--- src/rtl/spi_frame_sequencer.sv ---
// rtl/spi_frame_sequencer.sv - two-byte SPI frame sequencer with one-entry input buffer
//
// Takes a 14-bit value over a valid/ready handshake and sends it to an external
// byte-wide SPI master as two bytes under one slave-select window: MSB first,
// {2'b00, value[13:8]}, then LSB, value[7:0]. A fixed idle gap separates the
// bytes and follows the frame. A per-byte watchdog aborts a frame whose byte
// never completes and raises a sticky error flag.
//
// Parameters:
//   GAP_CYCLES      idle cycles between the bytes and after the frame (1..255)
//   TIMEOUT_CYCLES  maximum cycles to wait for spi_done per byte (2..65535)
//
// Ports:
//   clk          system clock, rising edge
//   reset        asynchronous, active-high reset
//   data_in      value to transmit
//   data_valid   data_in offered
//   data_ready   pending slot empty; transfer on data_valid && data_ready
//   spi_ready    SPI master idle, able to start a byte
//   spi_done     one-cycle pulse, byte shifted out
//   spi_start    one-cycle pulse, start a byte
//   spi_tx_data  byte to the SPI master
//   ss_n         slave select, active low
//   busy         high in every state except IDLE
//   frame_done   one-cycle pulse, frame completed
//   timeout_err  sticky error flag, cleared when the next frame is loaded

module spi_frame_sequencer #(
    parameter int GAP_CYCLES     = 4,
    parameter int TIMEOUT_CYCLES = 1024
) (
    input  logic        clk,
    input  logic        reset,
    input  logic [13:0] data_in,
    input  logic        data_valid,
    output logic        data_ready,
    input  logic        spi_ready,
    input  logic        spi_done,
    output logic        spi_start,
    output logic [7:0]  spi_tx_data,
    output logic        ss_n,
    output logic        busy,
    output logic        frame_done,
    output logic        timeout_err
);

    typedef enum logic [2:0] {
        IDLE     = 3'd0,
        SS_SETUP = 3'd1,
        LOAD_MSB = 3'd2,
        WAIT_MSB = 3'd3,
        GAP      = 3'd4,
        LOAD_LSB = 3'd5,
        WAIT_LSB = 3'd6,
        SS_HOLD  = 3'd7
    } state_t;

    // Terminal counts: counters start at 0 on state entry, so the state is
    // occupied for exactly (last + 1) cycles.
    localparam logic [7:0]  GAP_LAST     = 8'(GAP_CYCLES - 1);
    localparam logic [15:0] TIMEOUT_LAST = 16'(TIMEOUT_CYCLES - 1);

    state_t      state;
    logic [13:0] pend_data;
    logic        pend_v;
    logic [13:0] frame_reg;
    logic [7:0]  gap_cnt;
    logic [15:0] timeout_cnt;
    logic        accept;

    assign data_ready = !pend_v;
    assign accept     = data_valid && !pend_v;

    always_ff @(posedge clk or posedge reset) begin
        if (reset) begin
            state       <= IDLE;
            pend_data   <= 14'd0;
            pend_v      <= 1'b0;
            frame_reg   <= 14'd0;
            gap_cnt     <= 8'd0;
            timeout_cnt <= 16'd0;
            spi_start   <= 1'b0;
            spi_tx_data <= 8'h00;
            ss_n        <= 1'b1;
            busy        <= 1'b0;
            frame_done  <= 1'b0;
            timeout_err <= 1'b0;
        end else begin
            // Pulses default low; counters default to zero so that any state
            // change clears them and only a counting state that stays put
            // advances its counter.
            spi_start   <= 1'b0;
            frame_done  <= 1'b0;
            gap_cnt     <= 8'd0;
            timeout_cnt <= 16'd0;

            // Load never collides with the IDLE consume below: accept needs
            // pend_v low, the consume needs it high.
            if (accept) begin
                pend_data <= data_in;
                pend_v    <= 1'b1;
            end

            case (state)
                IDLE: begin
                    if (pend_v) begin
                        frame_reg   <= pend_data;
                        pend_v      <= 1'b0;
                        timeout_err <= 1'b0;
                        ss_n        <= 1'b0;
                        busy        <= 1'b1;
                        state       <= SS_SETUP;
                    end
                end

                SS_SETUP: begin
                    state <= LOAD_MSB;
                end

                LOAD_MSB: begin
                    if (spi_ready) begin
                        spi_start   <= 1'b1;
                        spi_tx_data <= {2'b00, frame_reg[13:8]};
                        state       <= WAIT_MSB;
                    end
                end

                WAIT_MSB: begin
                    // spi_done wins over an expiring watchdog in the same cycle.
                    if (spi_done) begin
                        state <= GAP;
                    end else if (timeout_cnt == TIMEOUT_LAST) begin
                        timeout_err <= 1'b1;
                        ss_n        <= 1'b1;
                        state       <= SS_HOLD;
                    end else begin
                        timeout_cnt <= timeout_cnt + 16'd1;
                    end
                end

                GAP: begin
                    if (gap_cnt == GAP_LAST) begin
                        state <= LOAD_LSB;
                    end else begin
                        gap_cnt <= gap_cnt + 8'd1;
                    end
                end

                LOAD_LSB: begin
                    if (spi_ready) begin
                        spi_start   <= 1'b1;
                        spi_tx_data <= frame_reg[7:0];
                        state       <= WAIT_LSB;
                    end
                end

                WAIT_LSB: begin
                    if (spi_done) begin
                        frame_done <= 1'b1;
                        ss_n       <= 1'b1;
                        state      <= SS_HOLD;
                    end else if (timeout_cnt == TIMEOUT_LAST) begin
                        timeout_err <= 1'b1;
                        ss_n        <= 1'b1;
                        state       <= SS_HOLD;
                    end else begin
                        timeout_cnt <= timeout_cnt + 16'd1;
                    end
                end

                SS_HOLD: begin
                    // Returning through IDLE guarantees at least one IDLE
                    // cycle even when a value is already queued.
                    if (gap_cnt == GAP_LAST) begin
                        busy  <= 1'b0;
                        state <= IDLE;
                    end else begin
                        gap_cnt <= gap_cnt + 8'd1;
                    end
                end

                default: begin
                    ss_n  <= 1'b1;
                    busy  <= 1'b0;
                    state <= IDLE;
                end
            endcase
        end
    end

endmodule

--- config.mk ---
export PLATFORM = sky130hd
export DESIGN_NAME = spi_frame_sequencer
export DESIGN_NICKNAME = d
export VERILOG_FILES = /design/src/rtl/spi_frame_sequencer.sv
export SDC_FILE = /design/constraint.sdc
export NUM_CORES = 1
export LEC_CHECK = 0
export CAP_MARGIN = 20
export CORE_ASPECT_RATIO = 1.2
export CORE_UTILIZATION = 48
export DETAILED_ROUTE_END_ITERATION = 16
export PLACE_DENSITY = 0.7
export SLEW_MARGIN = 20
export SYNTH_ARGS = -nofsm -noshare
export SYNTH_HDL_FRONTEND = slang
export SYNTH_SLANG_ARGS = --single-unit
--- constraint.sdc ---
create_clock -name clk -period 2.5 [get_ports clk]
set_input_delay 0.375 -clock clk [delete_from_list [all_inputs] [get_ports clk]]
set_output_delay 0.375 -clock clk [all_outputs]
set_load 0.03 [all_outputs]
==> run_results.csv <==
group,metric,value,unit
die,die_x,74.55,um
synth,ys.warnings.count,0,
synth,syn_area_per_cell,11.80,um2
power_and_ir_drop,pwr-share-comb,0.314,
detailed_routing,antenna_left,0,
power_and_ir_drop,switching_share,0.3370,
cts,cts_made_buffers,9,
synth,syn_area,0.003032,mm2
timing,fin_ws,399.2,ps
setup_path,cp-end-kind,"register",
outcome,outcome,"complete, no violations",
timing,fin_crit_sh,0.8403,
cts,clock_path_buffers,2,
setup_path,critPathRequiredTime,2720,ps
cells_and_area,register_area,0.001728,mm2
power_and_ir_drop,p_leak,1.597,nW
cts,post_cts_resized,0,
power_and_ir_drop,p_int,2.523,mW
cells_and_area,layout-drive-gt1-share,0.1894,
global_routing,grt_pass1_vias,1987,
timing,maxSlewViolCount,0,
cells_and_area,diodes,0,
die,die_y,89.06,um
global_routing,grt_usage,0.1863,
cells_and_area,largest_register_ffs,16,
cts,clkTransAtPathRegs,70,ps
cells_and_area,postLayoutCoreUtil,0.6075,
global_routing,antenna_found_initial,0,
setup_path,r2r.worst_path.cells,5,
cts,clkLatencyLatePin,340,ps
cts,postCtsSetupBuffers,0,
timing,skew,5.778,ps
synth,yosys_register_bits,69,
cts,cts-root-buf,"clkbuf_8",
synth,synthMuxAreaShare,0.1238,
synth,synthXorXnorAreaFrac,0.06067,
detailed_routing,drt_iter0_drc,105,
timing,setup_violations,0,
synth,synth_nets,278,
setup_path,path_class,"register to register",
power_and_ir_drop,ir_drop,0.4016,mV
placement,io_buffers,32,
global_routing,grt_start_max_net_pins,25,
timing,fmax,476.0,MHz
synth,synth_simple_gate_area_frac,0.1539,
detailed_routing,wire_per_inst,13.99,um
cts,cts_sinks,69,
power_and_ir_drop,total_power,3.806,mW
detailed_routing,drt_pre_antenna_iters,4,
synth,synth-compound-area-share,0.05819,
die,rows,31,
timing,rsz0062_at_grt,"no",
detailed_routing,viasPerCell,5.185,
setup_path,r2r_setup_slack,400,ps
timing,hold_slack,392.4,ps
die,core,0.006051,mm2
synth,synth_edf_count,0,
cts,cts_tree,"done",
timing,tns,0,ps
power_and_ir_drop,p_seq_frac,0.454,
setup_path,cp_max_fo,16,
timing,fin_crit,2101,ps
cts,htree_levels,3,
setup_path,r2r-start,"timeout_cnt[0]",
die,start_util,0.5010,
synth,postSynth.asyncResetShare,1.000,
timing,relSlewSlack,0.5053,
die,pin_count,33,
timing,finalHoldViolations,0,
detailed_routing,vias,1986,
setup_path,cp.arrival,2320,ps
placement,hpwl,3761,um
setup_path,startpoint_type,"register",
global_routing,grt_pass1_wl,9039,um
detailed_routing,drc,0,
placement,place.gp.congestion,0.8393,
cells_and_area,multi_input_area,0.001236,mm2
power_and_ir_drop,clockPowerShare,0.232,
power_and_ir_drop,p_per_area,1035,mW/mm2
synth,yosysSeqAreaShare,0.5700,
detailed_routing,routed_wl,5360,um
synth,synth_top_family_by_area,"simple AND/OR/NAND/NOR gates",
cells_and_area,fillers,520,
cells_and_area,nets,317,
hold_path,hold_class,"input pin to asynchronous set/reset pin",
synth,synthFlopType,"dfrtp_1",
placement,pre_cts_slack,384.7,ps
cts,cts_hold_buf,0,
synth,synth.distinct_cells,45,
die,die_area,0.006639,mm2
setup_path,reg2reg_to,"timeout_cnt[8]",
power_and_ir_drop,power_switching,1.283,mW
synth,syn_inst,257,
job,max-cap-violations,0,
cells_and_area,synthToLayoutAreaGrowth,21.25,%
global_routing,overflow,0,
synth,synth_adder_area_share,0.008254,
timing,worst_slew_pin_slew,723.3,ps
## metrics by stage
step,cells,cell area (um2)
2_1_floorplan,257,3032
6_report,383,3676
3_5_place_dp,367,3483
5_1_grt,383,3676
4_1_cts,383,3676
3_3_place_gp,367,3483
## per-layer routing
metal | share of wire | track usage | wire length, um | vias up
met1 | 0.48 | 0.2368 | 2559 | 959
met5 | 0 | 0 | 0 | -
met3 | 0.033 | 0.04059 | 178 | 13
li1 | - | - | - | 976
met4 | 0.026 | 0.1081 | 142 | 0
met2 | 0.46 | 0.2924 | 2480 | 38
## cell type report
cell class                      count  share of cell area
Inverter                            9            0.009190
Multi-Input combinational cell    170              0.3363
Timing Repair Buffer               37              0.1042
Tap cell                           82             0.02791
Clock buffer                       12             0.03948
Sequential cell                    69              0.4700
Clock inverter                      4             0.01293
## cells in the final DEF, fill, tap and decap left out, drive strengths merged, types with 2 or more instances in the layout
cell type / count
clkdlybuf4s50: 32
a32o: 2
clkbuf: 12
inv: 9
dfrtp: 68
ha: 2
nor3: 4
nand3: 11
xor2: 12
and3: 3
xnor2: 9
nor2: 27
nand2: 17
nor2b: 4
nor4: 4
mux2: 28
mux2i: 6
clkinv: 2
o31ai: 2
o21ai: 11
or4: 3
buf: 5
a21oi: 3
nand4: 7
## kinds of logic (layout without fill, tap and decap cells)
family	count (synthesis)	in the layout
and+or+nand+nor	88	88
DFF	69	69
muxes	34	34
AOI/OAI and AO/OA	25	25
xor gates and xnor gates	21	21
buffers and inverters	18	62
adders and majority gates	2	2
## cell usage after synthesis, drive strengths merged, types with 2 or more instances
library cell  count  area share
a32o              2      0.0066
nor2b             4       0.011
nand3            11       0.020
mux2             28        0.10
inv               9       0.011
and3              3      0.0078
a21oi             3      0.0050
ha                2      0.0083
nand4             7       0.014
o31ai             2      0.0050
dfrtp            68        0.56
clkbuf            3      0.0037
mux2i             6       0.020
nand2            17       0.021
nor4              4       0.010
or4               3      0.0087
xnor2             9       0.026
nor2             27       0.033
o21ai            11       0.018
xor2             12       0.035
buf               6       0.010
nor3              4      0.0066
## worst max-delay path by stage
| stage | cells after the start | endpoint | from |
|---|---|---|---|
| after floorplan | 1 | busy | reset |
| after global placement | 5 | timeout_cnt[12] | timeout_cnt[0] |
| after detailed placement | 5 | timeout_cnt[14] | timeout_cnt[0] |
| after CTS | 5 | timeout_cnt[14] | timeout_cnt[0] |
| after global routing | 5 | timeout_cnt[8] | timeout_cnt[0] |
| final | 5 | timeout_cnt[8] | timeout_cnt[0] |
## power groups by stage
stage               registers (mW)  clock network, mW  logic [mW]
floorplan                     1.81                  0       0.740
global placement              1.74                  0        1.18
detailed placement            1.76                  0        1.21
CTS                           1.73              0.916        1.21
global route                  1.78              0.955        1.31
finish                        1.73              0.882        1.19
## critical path, stage by stage, from the launching register on
cell and delay (ps):
dfrtp_1 400, ha_1 250, or4bb_1 480, or4_4 460, nand3_2 280, nor2_1 90
Note: power is estimated with default switching activity, not from simulation.
